--- config.mk ---
export PLATFORM = sky130hd
export DESIGN_NAME = hazard_ctrl
export DESIGN_NICKNAME = d
export VERILOG_FILES = /design/src/rtl/hazard_ctrl.sv
export SDC_FILE = /design/constraint.sdc
export NUM_CORES = 1
export LEC_CHECK = 0
export CORE_MARGIN = 2
export CORE_UTILIZATION = 45
export DETAILED_ROUTE_END_ITERATION = 12
export GPL_TIMING_DRIVEN = 0
export PLACE_DENSITY = 0.8
export SYNTH_ARGS = -nofsm -noshare
export SYNTH_HDL_FRONTEND = slang
export SYNTH_SLANG_ARGS = --single-unit
--- constraint.sdc ---
create_clock -name clk -period 2.19 [get_ports clk]
set_input_delay 0.5475 -clock clk [delete_from_list [all_inputs] [get_ports clk]]
set_output_delay 0.5475 -clock clk [all_outputs]
set_load 0.02 [all_outputs]
--- src/rtl/hazard_ctrl.sv ---
// -----------------------------------------------------------------------------
// hazard_ctrl
//   Hazard unit for a 5-stage in-order pipeline with a variable-latency data
//   memory. It provides:
//     * operand forwarding selects for the E stage (M beats W),
//     * a load-use stall in D,
//     * a redirect flush (PCSrc) of D and E,
//     * a whole-pipe freeze while the data memory has not acknowledged,
//       with a timeout that drops the unit into a sticky error state,
//     * saturating stall / flush performance counters.
//
// Ports
//   clk, rst               clock (rising edge), async active-low reset
//   RS1D, RS2D             decode-stage source registers
//   RS1E, RS2E, RDE        execute-stage sources / destination
//   RDM, RDW               memory / writeback destinations
//   RegWriteM, RegWriteW   register-write enables in M and W
//   ResultSrcE             E-stage result select (2'b01 = load)
//   PCSrc                  redirect resolved in E
//   MemReqM                load/store present in M
//   dmem_ack               data memory completes the access this cycle
//   ForwardAE, ForwardBE   00 = RD, 01 = ResultW, 10 = ALUResultM
//   StallF/D/E/M           hold PC, IF/ID, ID/EX, EX/MEM
//   FlushD/E/W             bubble into IF/ID, ID/EX, MEM/WB
//   dmem_req               request to data memory
//   mem_err                sticky access-timeout flag
//   stall_cnt, flush_cnt   saturating performance counters
// -----------------------------------------------------------------------------
module hazard_ctrl #(
  parameter int TIMEOUT = 15,  // 1..255 WAIT cycles before an access fails
  parameter int CNTW    = 16
) (
  input  logic            clk,
  input  logic            rst,
  input  logic [4:0]      RS1D,
  input  logic [4:0]      RS2D,
  input  logic [4:0]      RS1E,
  input  logic [4:0]      RS2E,
  input  logic [4:0]      RDE,
  input  logic [4:0]      RDM,
  input  logic [4:0]      RDW,
  input  logic            RegWriteM,
  input  logic            RegWriteW,
  input  logic [1:0]      ResultSrcE,
  input  logic            PCSrc,
  input  logic            MemReqM,
  input  logic            dmem_ack,
  output logic [1:0]      ForwardAE,
  output logic [1:0]      ForwardBE,
  output logic            StallF,
  output logic            StallD,
  output logic            StallE,
  output logic            StallM,
  output logic            FlushD,
  output logic            FlushE,
  output logic            FlushW,
  output logic            dmem_req,
  output logic            mem_err,
  output logic [CNTW-1:0] stall_cnt,
  output logic [CNTW-1:0] flush_cnt
);

  localparam int WCW = 8;  // wide enough for TIMEOUT-1 up to 254
  localparam logic [WCW-1:0] LAST_WAIT = WCW'(TIMEOUT - 1);

  typedef enum logic [1:0] {
    S_IDLE = 2'd0,
    S_WAIT = 2'd1,
    S_ERR  = 2'd2
  } state_t;

  state_t         r_state, w_state_nxt;
  logic [WCW-1:0] r_wait_cnt, w_wait_cnt_nxt;
  logic           r_mem_err;
  logic [CNTW-1:0] r_stall_cnt, r_flush_cnt;

  logic w_lw_stall;
  logic w_mem_stall;
  logic w_in_err;

  // ---------------------------------------------------------------------------
  // Forwarding: the youngest producer (M) takes priority over W. x0 is never
  // forwarded since it always reads as zero.
  // ---------------------------------------------------------------------------
  function automatic logic [1:0] fwd_sel(input logic [4:0] rs);
    logic [1:0] sel;
    sel = 2'b00;
    if (RegWriteM && (RDM != 5'd0) && (RDM == rs))
      sel = 2'b10;
    else if (RegWriteW && (RDW != 5'd0) && (RDW == rs))
      sel = 2'b01;
    return sel;
  endfunction

  assign ForwardAE = fwd_sel(RS1E);
  assign ForwardBE = fwd_sel(RS2E);

  // ---------------------------------------------------------------------------
  // Load-use: a load in E whose destination is read by the instruction in D.
  // ---------------------------------------------------------------------------
  assign w_lw_stall = (ResultSrcE == 2'b01) && (RDE != 5'd0) &&
                      ((RDE == RS1D) || (RDE == RS2D));

  // ---------------------------------------------------------------------------
  // Memory-wait freeze. A zero-wait access (ack with the request) costs
  // nothing; once in ERR the pipe is frozen until reset.
  // ---------------------------------------------------------------------------
  assign w_in_err    = (r_state == S_ERR);
  assign w_mem_stall = (MemReqM && !dmem_ack && !w_in_err) || w_in_err;
  assign dmem_req    = MemReqM && !w_in_err;

  // While frozen, load-use and redirect are held off: the instructions that
  // raise them are themselves held in place, so they re-present once the
  // freeze lifts and act then.
  always_comb begin
    StallF = 1'b0;
    StallD = 1'b0;
    StallE = 1'b0;
    StallM = 1'b0;
    FlushD = 1'b0;
    FlushE = 1'b0;
    FlushW = 1'b0;
    if (w_mem_stall) begin
      StallF = 1'b1;
      StallD = 1'b1;
      StallE = 1'b1;
      StallM = 1'b1;
      // M is held, so W must take a bubble rather than retire M twice.
      FlushW = 1'b1;
    end else begin
      StallF = w_lw_stall;
      StallD = w_lw_stall;
      FlushE = w_lw_stall || PCSrc;
      FlushD = PCSrc;
    end
  end

  // ---------------------------------------------------------------------------
  // Access FSM
  // ---------------------------------------------------------------------------
  always_comb begin
    w_state_nxt    = r_state;
    w_wait_cnt_nxt = r_wait_cnt;
    case (r_state)
      S_IDLE: begin
        if (MemReqM && !dmem_ack) begin
          w_state_nxt    = S_WAIT;
          w_wait_cnt_nxt = '0;
        end
      end
      S_WAIT: begin
        if (dmem_ack)
          w_state_nxt = S_IDLE;
        else if (r_wait_cnt == LAST_WAIT)
          w_state_nxt = S_ERR;
        else
          w_wait_cnt_nxt = r_wait_cnt + 8'd1;
      end
      S_ERR:   w_state_nxt = S_ERR;
      default: w_state_nxt = S_IDLE;
    endcase
  end

  always_ff @(posedge clk or negedge rst) begin
    if (!rst) begin
      r_state    <= S_IDLE;
      r_wait_cnt <= '0;
      r_mem_err  <= 1'b0;
    end else begin
      r_state    <= w_state_nxt;
      r_wait_cnt <= w_wait_cnt_nxt;
      // Registered alongside the state so it tracks state==ERR exactly.
      r_mem_err  <= (w_state_nxt == S_ERR);
    end
  end

  assign mem_err = r_mem_err;

  // ---------------------------------------------------------------------------
  // Saturating performance counters
  // ---------------------------------------------------------------------------
  always_ff @(posedge clk or negedge rst) begin
    if (!rst) begin
      r_stall_cnt <= '0;
      r_flush_cnt <= '0;
    end else begin
      if (StallF && (r_stall_cnt != '1))
        r_stall_cnt <= r_stall_cnt + 1'b1;
      if (FlushD && (r_flush_cnt != '1))
        r_flush_cnt <= r_flush_cnt + 1'b1;
    end
  end

  assign stall_cnt = r_stall_cnt;
  assign flush_cnt = r_flush_cnt;

endmodule

==> Yosys cells after proc, flatten, opt, wreduce, memory -nomap -nowiden <==
Cells that the tools add are included.
{ "word_totals": {"wordCells": 64, "output_inout_bits": 45, "regBits": 43, "input_bits": 44} }
{ "classes": {"add_sub_neg": 3, "n_eq_ne": 16, "n_reduce_logical": 24, "mux": 16} }
{ "op_table": {"columns": ["operator", "count"], "rows": [
  ["$add 16x1->16 const B", 2],
  ["$ne 16x16->1 const B", 2],
  ["$eq 5x5->1", 6],
  ["$mux 8", 3],
  ["$pmux 8 s2", 1],
  ["$reduce_bool 5->1", 3],
  ["$logic_and 1x1->1", 13],
  ["$mux 2", 5],
  ["$add 8x1->8 const B", 1],
  ["$eq 8x4->1 const B", 1],
  ["$mux 1", 6],
  ["$ne 2x2->1 const B", 3],
  ["$pmux 2 s3", 1],
  ["$eq 2x1->1 const B", 2],
  ["$eq 2x2->1 const B", 2],
  ["$reduce_and 4->1", 1],
  ["$logic_or 1x1->1", 3],
  ["$logic_not 1->1", 2],
  ["$logic_not 2->1", 1],
  ["$reduce_bool 2->1", 1]
]} }

==> Longest topological paths before layout <==
Gate-level depths: netlist of the first run.
{ "logic_depth": {"depth_word": 6, "depth_mapped": 9, "depth_no_buf": 8} }

==> Worst setup path before layout of the first run <==
OpenSTA, ideal clock, no wires.
{ "synth_timing": {"kind": "input to output", "from": "input RDM[1]", "to": "output ForwardAE[0]", "arrival_ns": 2.165, "path_buffers": 0, "cell_stages": 4, "required_time_ns": 1.642, "setup_slack_ns": -0.522, "cell_sequence": "or4_1 o21ai_0 nor4_1 nor4_1"} }
{ "synth_between": {"elab_chain_len": 4, "word_cells_on_any_way": 5, "cone_classes": "eq/ne (1); mux (1); reduce/logical (3)"} }
{ "synth_rtl": {"columns": ["element", "line", "text"], "rows": [
  ["start, declared", "40", "input logic [4:0] RDM,"],
  ["$reduce_bool 5->1", "88", "if (RegWriteM && (RDM != 5'd0) && (RDM == rs))"],
  ["$logic_and 1x1->1", "88", null],
  ["$logic_and 1x1->1 *", "88", null],
  ["$mux 2 *", "88", null],
  ["end, declared", "48", "output logic [1:0] ForwardAE,"]
]} }
Mark *: on every way between the ends. The rest lies on a longest branch, timed or not.

==> Worst setup path after layout of the first run <==
{ "layout_timing": {"from": "input RDM[3]", "to": "output ForwardAE[0]"} }
The elaborated chain is that of the path after synthesis.

==> parameters.txt, run 1 <==
Parameter                              Value

Synthesis
  Ys flop type    sky130_fd_sc_hd__dfrtp_1
  Post-synthesis cell area    2490 um2
  Number of enable flip-flop cells after synthesis    0
  Sequential cell area fraction in the yosys report    43.2%
  Mean area per synthesized cell    10.4 um2
  Post-Syn Instances    240
  Area contributors post-synth    sky130_fd_sc_hd__dfrtp_1 43%, sky130_fd_sc_hd__xor2_1 12%, sky130_fd_sc_hd__xnor2_1 9.9%, sky130_fd_sc_hd__and3_1 3.3%, sky130_fd_sc_hd__nand3_1 3.2%
  Top cell type's share of synthesized area    43.2%
  Number of unique standard cell types used by synthesis    38
  Async set or reset register ratio after synthesis    100%
  Number of register bits inferred by synthesis    43
  Warnings from Yosys    0
  Net count after synthesis    288
  Library cell with the largest summed area after synthesis    sky130_fd_sc_hd__dfrtp_1

Finish
  Number of diodes    0
  Area occupied by registers    1080 um2
  Layout filler cell count    413
  Layout Utilization    70.3%
  Number of nets in the layout    396
  Share of layout cells above drive strength 1    27.6%
  Relative area change from synthesis to final layout    53.7%
  Area of the multi-input gates    1560 um2

Run
  Number of maximum-capacitance constraint violations    0

Setup path
  CP max stage cell    sky130_fd_sc_hd__or4_4
  Kind of cell adding the most delay to the critical path    simple AND/OR/NAND/NOR gates
  Minimum setup slack among reg-to-reg paths    150 ps
  Terminus of the critical flop-to-flop path    r_wait_cnt[4]
  Crit path DAT    1840 ps
  Number of cells traversed by the worst register-to-register path    9
  Critical-path maximum fanout    3
  Beginning of the worst register-to-register path    r_wait_cnt[0]
  Class of the most critical setup path    primary input to output pin
  Launching element type of the critical path    primary input
  Required time at the worst-slack endpoint    1640 ps
  Critical Path End Type    output pin
  Worst stage delay on the critical path    500 ps
  Buffers & Inverters on Critical Path    3
  List of cells traversed by the critical path    buf_2 -> or4_4 -> o21ai_4 -> buf_6 -> nor4_4 -> nor4_4 -> buf_4
  Most frequent CP cell    sky130_fd_sc_hd__nor4_4

Clock tree
  Number of buffers inserted during clock tree synthesis    5
  Insertion delay of the later-clocked pin in the worst-skew pair    290 ps
  Count of H-tree levels built during CTS    2
  Hold buffer count at CTS    0
  Clock Path Buffers    2
  Clock Tree Root    sky130_fd_sc_hd__clkbuf_8
  Clock input transition at the sequential cells of the worst setup and hold paths    80 ps
  TritonCTS clock tree    built
  Clock Sinks    43

STA
  Worst-Margin Slew    482 ps
  Final period utilization    109%
  Final hold violation count    0
  Finish-stage setup viols    6
  Count of pins over their slew limit    0
  Worst Hold Margin    150 ps
  Setup skew after layout    7.78 ps
  PnR worst setup slack    -197 ps
  Max Fclk    0.419 GHz
  Worst slew slack as a fraction of its limit    67.7%
  Total Neg Setup Slack    -658 ps
  Unrepaired setup endpoints after global routing    yes
  Final critical-path required period    2390 ps

Pwr
  Total power divided by cell area    669 nW/um2
  Leakage component of the power    1.72 nW
  Tot Pwr    0.00256 W
  Peak supply drop    0.621 mV

Floorplan
  Area of the die    6140 um2
  Die Y    78.4 um
  Row cnt    27
  Initial cell density of the core    45.8%
  Core Box Area    5440 um2
  Number of I/O pins    89
  Die Width    78.4 um

Route
  DRT iter0 DRCs    62
  Remaining routing DRC violations    0
  Average routed wire per standard cell    14.9 um
  Number of detailed-route iterations in the first pass    4
  Post-route ant nets    0
  Routed vias/inst    5.15
  Total routed wirelength    6250 um
  DR vias    2162

GRT
  Largest net degree at the start of global routing    31
  Number of global-route vias before repair    2245
  GRT Overall Usage    20.3%
  Wire length of the first global-routing pass    10100 um
  Antenna violations before repair    0
  Remaining global-route overflow    0

Place
  Count of buffers inserted at the top-level ports    88
  Detailed Place HPWL    4360 um
  Worst setup slack before clock tree synthesis    -1180 ps
  Placer congestion estimate    0.799

Status
  Run status    complete, but fails checks
  Violations in the final reports    setup timing

Worst hold path
  Classification of the worst-slack hold path    primary input to asynchronous set/reset pin
[flip-flops by register name, indices dropped and copies added (netlist names)]
name,flops
mem_err,1
stall_cnt,16
r_state,2
r_wait_cnt,8
flush_cnt,16
[power by group]
part	total [W]	internal, W	switching [W]	leakage, nW
registers	0.00111	0.000918	0.000188	0.572
clock network	0.000591	0.000334	0.000256	0.0513
logic	0.000863	0.000445	0.000418	1.10
[Yosys cell counts (4+ instances only)]
cell,instances
sky130_fd_sc_hd__nor2_1,16
sky130_fd_sc_hd__and2_1,4
sky130_fd_sc_hd__nand2b_1,4
sky130_fd_sc_hd__and3_1,13
sky130_fd_sc_hd__or4_1,5
sky130_fd_sc_hd__nand2_1,14
sky130_fd_sc_hd__inv_1,5
sky130_fd_sc_hd__xor2_1,35
sky130_fd_sc_hd__nand4_1,12
sky130_fd_sc_hd__xnor2_1,28
sky130_fd_sc_hd__ha_1,4
sky130_fd_sc_hd__dfrtp_1,43
sky130_fd_sc_hd__nor4_1,5
sky130_fd_sc_hd__nand3_1,16
[metrics by stage]
| step | area [um2] | std cells |
|---|---|---|
| floorplan | 2540 | 240 |
| global placement | 3510 | 400 |
| detailed placement | 3520 | 401 |
| CTS | 3730 | 417 |
| global route | 3820 | 420 |
| finish | 3820 | 420 |
[worst max-delay path by stage]
stage / slack (ps) / from / cells after the start / to
3_5_place_dp: -1180 / RDW[2] / 6 / ForwardAE[0]
2_1_floorplan: -40 / RDW[2] / 4 / ForwardAE[0]
6_report: -200 / RDM[3] / 7 / ForwardAE[0]
4_1_cts: -260 / RDM[4] / 6 / ForwardBE[0]
5_1_grt: -240 / RDM[3] / 7 / ForwardAE[0]
3_3_place_gp: -1160 / RDW[2] / 6 / ForwardAE[0]
[cells by family after synthesis]
kind of cell	count (synthesis)	share of synthesized area [%]
buffers and inverters	11	2.51
AO/OA/AOI/OAI	13	5.18
XOR/XNOR	63	22.2
AND/OR/NAND/NOR	101	22.7
flip-flops	43	43.2
multiplexers	5	2.16
adder cells (fa/ha/maj)	4	2.01
[area by class of cell]
class / instances / area share (%)
Multi-Input combinational cell: 186 / 40.7
Sequential cell: 43 / 28.1
Timing Repair Buffer: 101 / 24.5
Tap cell: 72 / 2.36
Clock buffer: 6 / 1.90
Buffer: 6 / 1.14
Clock inverter: 1 / 0.785
Inverter: 5 / 0.491
[what timing repair did]
action | in CTS | in global routing
setup endpoints to repair | 12 | 21
resized for setup | 155 | 50
gates cloned | 0 | 1
pin swaps | 22 | 14
setup buffers | 9 | 2
[placed cells by master, fill, tap and decap left out, drive strengths merged, types with 3 or more instances in the layout]
master and n:
inv 5, nand2 14, nand2b 4, nand3 18, and2 4, clkbuf 14, mux2 3, nor3 4
clkdlybuf4s15 6, and3 13, o41ai 3, xor2 35, or4 5, dlymetal6s2s 3, xnor2 28, buf 42
ha 4, nor2 16, nand4 13, clkdlybuf4s50 36, nor4 5, o21ai 4, dlygate4sd2 12, dfrtp 43
[worst register-to-register path: stages (launching register included)]
cell and delay [ps]:
sky130_fd_sc_hd__dfrtp_1 420, sky130_fd_sc_hd__inv_1 70, sky130_fd_sc_hd__ha_1 140, sky130_fd_sc_hd__or3b_1 410, sky130_fd_sc_hd__o41ai_4 280, sky130_fd_sc_hd__nand2b_1 80
sky130_fd_sc_hd__buf_2 180, sky130_fd_sc_hd__nand4_1 130, sky130_fd_sc_hd__xor2_1 150, sky130_fd_sc_hd__nor2_1 50
[layer usage]
layer,global-route usage [%],wire [um],vias up
met4,4.91,67,0
met2,34.9,3170,60
met3,4.14,283,9
met5,0,0,-
li1,-,-,1046
met1,26.5,2730,1047
Note: power is estimated with default switching activity, not from simulation.
==> run 2: changes to the inputs <==
Settings changed: MAX_ROUTING_LAYER from default to met4.
==> parameters.txt, run 2 (synthesized netlist as in run 1, its figures left out) <==
Parameter                              Value

Pwr
  Peak supply drop    0.620 mV
  Total power divided by cell area    670 nW/um2
  Leakage component of the power    1.72 nW

Route
  Number of detailed-route iterations in the first pass    4
  Routed vias/inst    5.15
  DR vias    2162
  Post-route ant nets    0
  DRT iter0 DRCs    58
  Remaining routing DRC violations    0
  Total routed wirelength    6250 um
  Average routed wire per standard cell    14.9 um

GRT
  Number of global-route vias before repair    2244
  Wire length of the first global-routing pass    10200 um
  Largest net degree at the start of global routing    31
  GRT Overall Usage    20.9%
  Antenna violations before repair    0
  Remaining global-route overflow    0

STA
  Finish-stage setup viols    6
  Final period utilization    109%
  PnR worst setup slack    -197 ps
  Worst slew slack as a fraction of its limit    68.4%
  Max Fclk    0.419 GHz
  Unrepaired setup endpoints after global routing    yes
  Final hold violation count    0
  Worst-Margin Slew    472 ps
  Final critical-path required period    2390 ps
  Count of pins over their slew limit    0
  Worst Hold Margin    150 ps
  Setup skew after layout    8.84 ps

Finish
  Layout filler cell count    413
  Layout Utilization    70.3%
  Number of diodes    0
  Number of nets in the layout    396
  Most common library cell in the layout ignoring fill and taps    sky130_fd_sc_hd__dfrtp_1
  Final Instance Area    3820 um2
  Leading cell types in the layout, fill and taps excluded    43 x sky130_fd_sc_hd__dfrtp_1, 36 x sky130_fd_sc_hd__clkdlybuf4s50_1, 32 x sky130_fd_sc_hd__xor2_1
  Share of layout cells above drive strength 1    27.6%
  Relative area change from synthesis to final layout    53.7%

Place
  Count of buffers inserted at the top-level ports    88
  Area of placed instances    3520 um2
  Detailed Place HPWL    4360 um
  Placer congestion estimate    0.811

Clock tree
  TritonCTS clock tree    built
  Clock Sinks    43
  Number of buffers inserted during clock tree synthesis    5
  Clock Tree Root    sky130_fd_sc_hd__clkbuf_8
  Count of H-tree levels built during CTS    2
  Clock Path Buffers    2
  Clock input transition at the sequential cells of the worst setup and hold paths    80 ps
  Insertion delay of the later-clocked pin in the worst-skew pair    290 ps

Floorplan
  Area of the die    6140 um2
  Core Box Area    5440 um2
  Die Y    78.4 um
  Die Width    78.4 um
  Initial cell density of the core    45.8%
  Number of I/O pins    89
  Row cnt    27

Setup path
  Class of the most critical setup path    primary input to output pin
  Critical-path maximum fanout    3
  Minimum setup slack among reg-to-reg paths    160 ps
  Launching element type of the critical path    primary input
  Critical Path End Type    output pin
  Required time at the worst-slack endpoint    1640 ps
  Crit path DAT    1840 ps

Status
  Run status    complete, but fails checks
  Violations in the final reports    setup timing

Worst hold path
  Classification of the worst-slack hold path    primary input to asynchronous set/reset pin

Run
  Number of maximum-capacitance constraint violations    0
[run 2: where the power goes]
group          switching [W]  internal, W
registers           0.000188     0.000918
logic               0.000418     0.000445
clock network       0.000258     0.000334
[run 2: final cells by class]
type	instances	area, um2	share of cell area, %
multi-input combinational	186	1560	40.7
sequential	43	1080	28.1
timing repair buffer	101	936	24.5
tap	72	90.1	2.36
clock buffer	6	72.6	1.90
buffer	6	43.8	1.14
clock inverter	1	30.0	0.785
inverter	5	18.8	0.491
[run 2: path summary, 6_finish.rpt]
check | start | end | cells after the start
max | RDM[3] | ForwardAE[0] | 7
max in group asynchronous | rst | stall_cnt[6] | 2
max reg2reg | r_wait_cnt[0] | r_wait_cnt[4] | 9
min in group clk | flush_cnt[6] | flush_cnt[6] | 1
min reg2reg | flush_cnt[6] | flush_cnt[6] | 1
min | rst | flush_cnt[7] | 1
[run 2: through the flow]
stage                     TNS (ps)  power (W)  worst slack [ps]  cells
after floorplan              -59.3    0.00150             -35.6    240
after global placement      -36200    0.00190             -1160    400
after detailed placement    -15510    0.00193             -1180    401
after CTS                     -772    0.00254              -262    417
after global routing          -939    0.00271              -242    420
final                         -651    0.00256              -197    420
[run 2: per-layer routing]
layer  share of wire, %  global-route usage, %  routed length (um)
met1                 44                   26.8                2720
met2                 51                   34.9                3180
met3                4.5                   3.79                 280
met4                1.0                   4.91                  63
met5                  0                      -                   0
[run 2: what timing repair did]
action / CTS / global route
resized for setup: 155 / 50
hold buffers: 0 / 0
pin swaps: 22 / 14
setup endpoints to repair: 12 / 22
cloned: 0 / 1
buffers inserted: 9 / 2
[run 2: critical path, cell delays in order]
cell	delay, ps
sky130_fd_sc_hd__buf_2	140
sky130_fd_sc_hd__or4_4	500
sky130_fd_sc_hd__o21ai_4	190
sky130_fd_sc_hd__buf_6	130
sky130_fd_sc_hd__nor4_4	50
sky130_fd_sc_hd__nor4_4	120
sky130_fd_sc_hd__buf_4	170
==> run 3: changes to the inputs <==
Settings changed: CORE_ASPECT_RATIO from default to 0.6, SLEW_MARGIN from default to 10.
==> parameters.txt, run 3 (synthesized netlist as in run 1, its figures left out) <==
Parameter                              Value

Status
  Run status    complete, but fails checks
  Violations in the final reports    setup timing

GRT
  GRT Overall Usage    22.8%
  Remaining global-route overflow    0
  Largest net degree at the start of global routing    36
  Wire length of the first global-routing pass    10400 um
  Number of global-route vias before repair    2061
  Antenna violations before repair    0

Pwr
  Leakage component of the power    1.69 nW
  Tot Pwr    0.00247 W
  Peak supply drop    0.385 mV
  Total power divided by cell area    655 nW/um2

STA
  Unrepaired setup endpoints after global routing    yes
  Finish-stage setup viols    6
  Worst slew slack as a fraction of its limit    69.5%
  PnR worst setup slack    -200 ps
  Worst Hold Margin    102 ps
  Max Fclk    0.418 GHz
  Count of pins over their slew limit    0
  Setup skew after layout    3.83 ps
  Final critical-path required period    2390 ps
  Final hold violation count    0
  Worst-Margin Slew    456 ps
  Final period utilization    109%

Route
  Total routed wirelength    6640 um
  DR vias    2191
  Average routed wire per standard cell    16.0 um
  Remaining routing DRC violations    0
  Number of detailed-route iterations in the first pass    4
  DRT iter0 DRCs    87
  Routed vias/inst    5.28
  Post-route ant nets    0

Finish
  Relative area change from synthesis to final layout    51.5%
  Number of diodes    0
  Layout Utilization    72.4%
  Share of layout cells above drive strength 1    28.9%
  Finished Layout Cells    415
  Layout filler cell count    389
  Leading cell types in the layout, fill and taps excluded    43 x sky130_fd_sc_hd__dfrtp_1, 37 x sky130_fd_sc_hd__clkdlybuf4s50_1, 34 x sky130_fd_sc_hd__xor2_1
  Most common library cell in the layout ignoring fill and taps    sky130_fd_sc_hd__dfrtp_1
  Number of nets in the layout    396

Clock tree
  Clock Sinks    43
  Insertion delay of the later-clocked pin in the worst-skew pair    290 ps
  Count of H-tree levels built during CTS    2
  Clock input transition at the sequential cells of the worst setup and hold paths    80 ps
  Clock Tree Root    sky130_fd_sc_hd__clkbuf_8
  Hold buffer count at CTS    0
  Clock Path Buffers    2
  TritonCTS clock tree    built
  Number of buffers inserted during clock tree synthesis    5

Floorplan
  Core Box Area    5200 um2
  Initial cell density of the core    47.8%
  Die Width    100 um
  Die Y    61.6 um
  Area of the die    6160 um2
  Row cnt    20
  Number of I/O pins    89

Setup path
  Required time at the worst-slack endpoint    1640 ps
  Critical-path maximum fanout    3
  Critical Path End Type    output pin
  Launching element type of the critical path    primary input
  Number of cells traversed by the worst register-to-register path    9
  Crit path DAT    1840 ps
  Class of the most critical setup path    primary input to output pin

Place
  Placer congestion estimate    0.784
  Placed instance count    395
  Count of buffers inserted at the top-level ports    88
  Worst setup slack before clock tree synthesis    -1250 ps
  Detailed Place HPWL    4900 um

Run
  Number of maximum-capacitance constraint violations    0

Worst hold path
  Classification of the worst-slack hold path    primary input to asynchronous set/reset pin
==> run 3: worst paths after layout <==
check	from	to	slack, ps
min in group clk	flush_cnt[4]	flush_cnt[4]	490
hold / removal	rst	stall_cnt[4]	100
setup reg to reg	r_wait_cnt[0]	r_wait_cnt[7]	150
max in group asynchronous	rst	flush_cnt[10]	1640
setup / recovery	RDW[1]	ForwardAE[0]	-200
hold reg to reg	flush_cnt[4]	flush_cnt[4]	490
==> run 3: final cells by class <==
cell class                 instances  area [um2]  area share, %
timing repair buffer             101         917           24.3
buffer                             6        50.0           1.33
tap                               66        82.6           2.19
multi-input combinational        186        1540           41.0
sequential                        43        1080           28.5
inverter                           5        18.8          0.498
clock inverter                     1        5.00          0.133
clock buffer                       7        76.3           2.02
==> run 3: worst max-delay path, stage by stage <==
cell and delay [ps]:
sky130_fd_sc_hd__buf_8 90, sky130_fd_sc_hd__or4_4 120, sky130_fd_sc_hd__o21ai_2 50, sky130_fd_sc_hd__or4_4 560, sky130_fd_sc_hd__nor4_4 290, sky130_fd_sc_hd__buf_4 180
==> run 3: repair_timing <==
action                     CTS  global route
buffers inserted             9             3
setup endpoints to repair   12            13
pin swaps                   25            20
gates resized for setup    165            60
==> run 3: stage by stage <==
step / TNS, ps / instance area [um2]
2_1_floorplan: -59.3 / 2540
3_3_place_gp: -38400 / 3500
3_5_place_dp: -15500 / 3520
4_1_cts: -1030 / 3730
5_1_grt: -920 / 3770
6_report: -713 / 3770
==> run 3: power by group <==
part	internal, W	leakage [nW]	switching (W)
clock network	0.000224	0.0422	0.000267
registers	0.000918	0.572	0.000179
logic	0.000454	1.08	0.000427
==> run 3: metal layers <==
metal  wire (um)  up-vias  track usage, %  part of all wire (%)
li1            -     1051               -                     -
met1        3220     1076            32.6                    49
met2        3060       57            33.8                    46
met3         302        7            4.54                   4.6
met4          55        0            4.70                  0.83
met5           0        -               -                     0
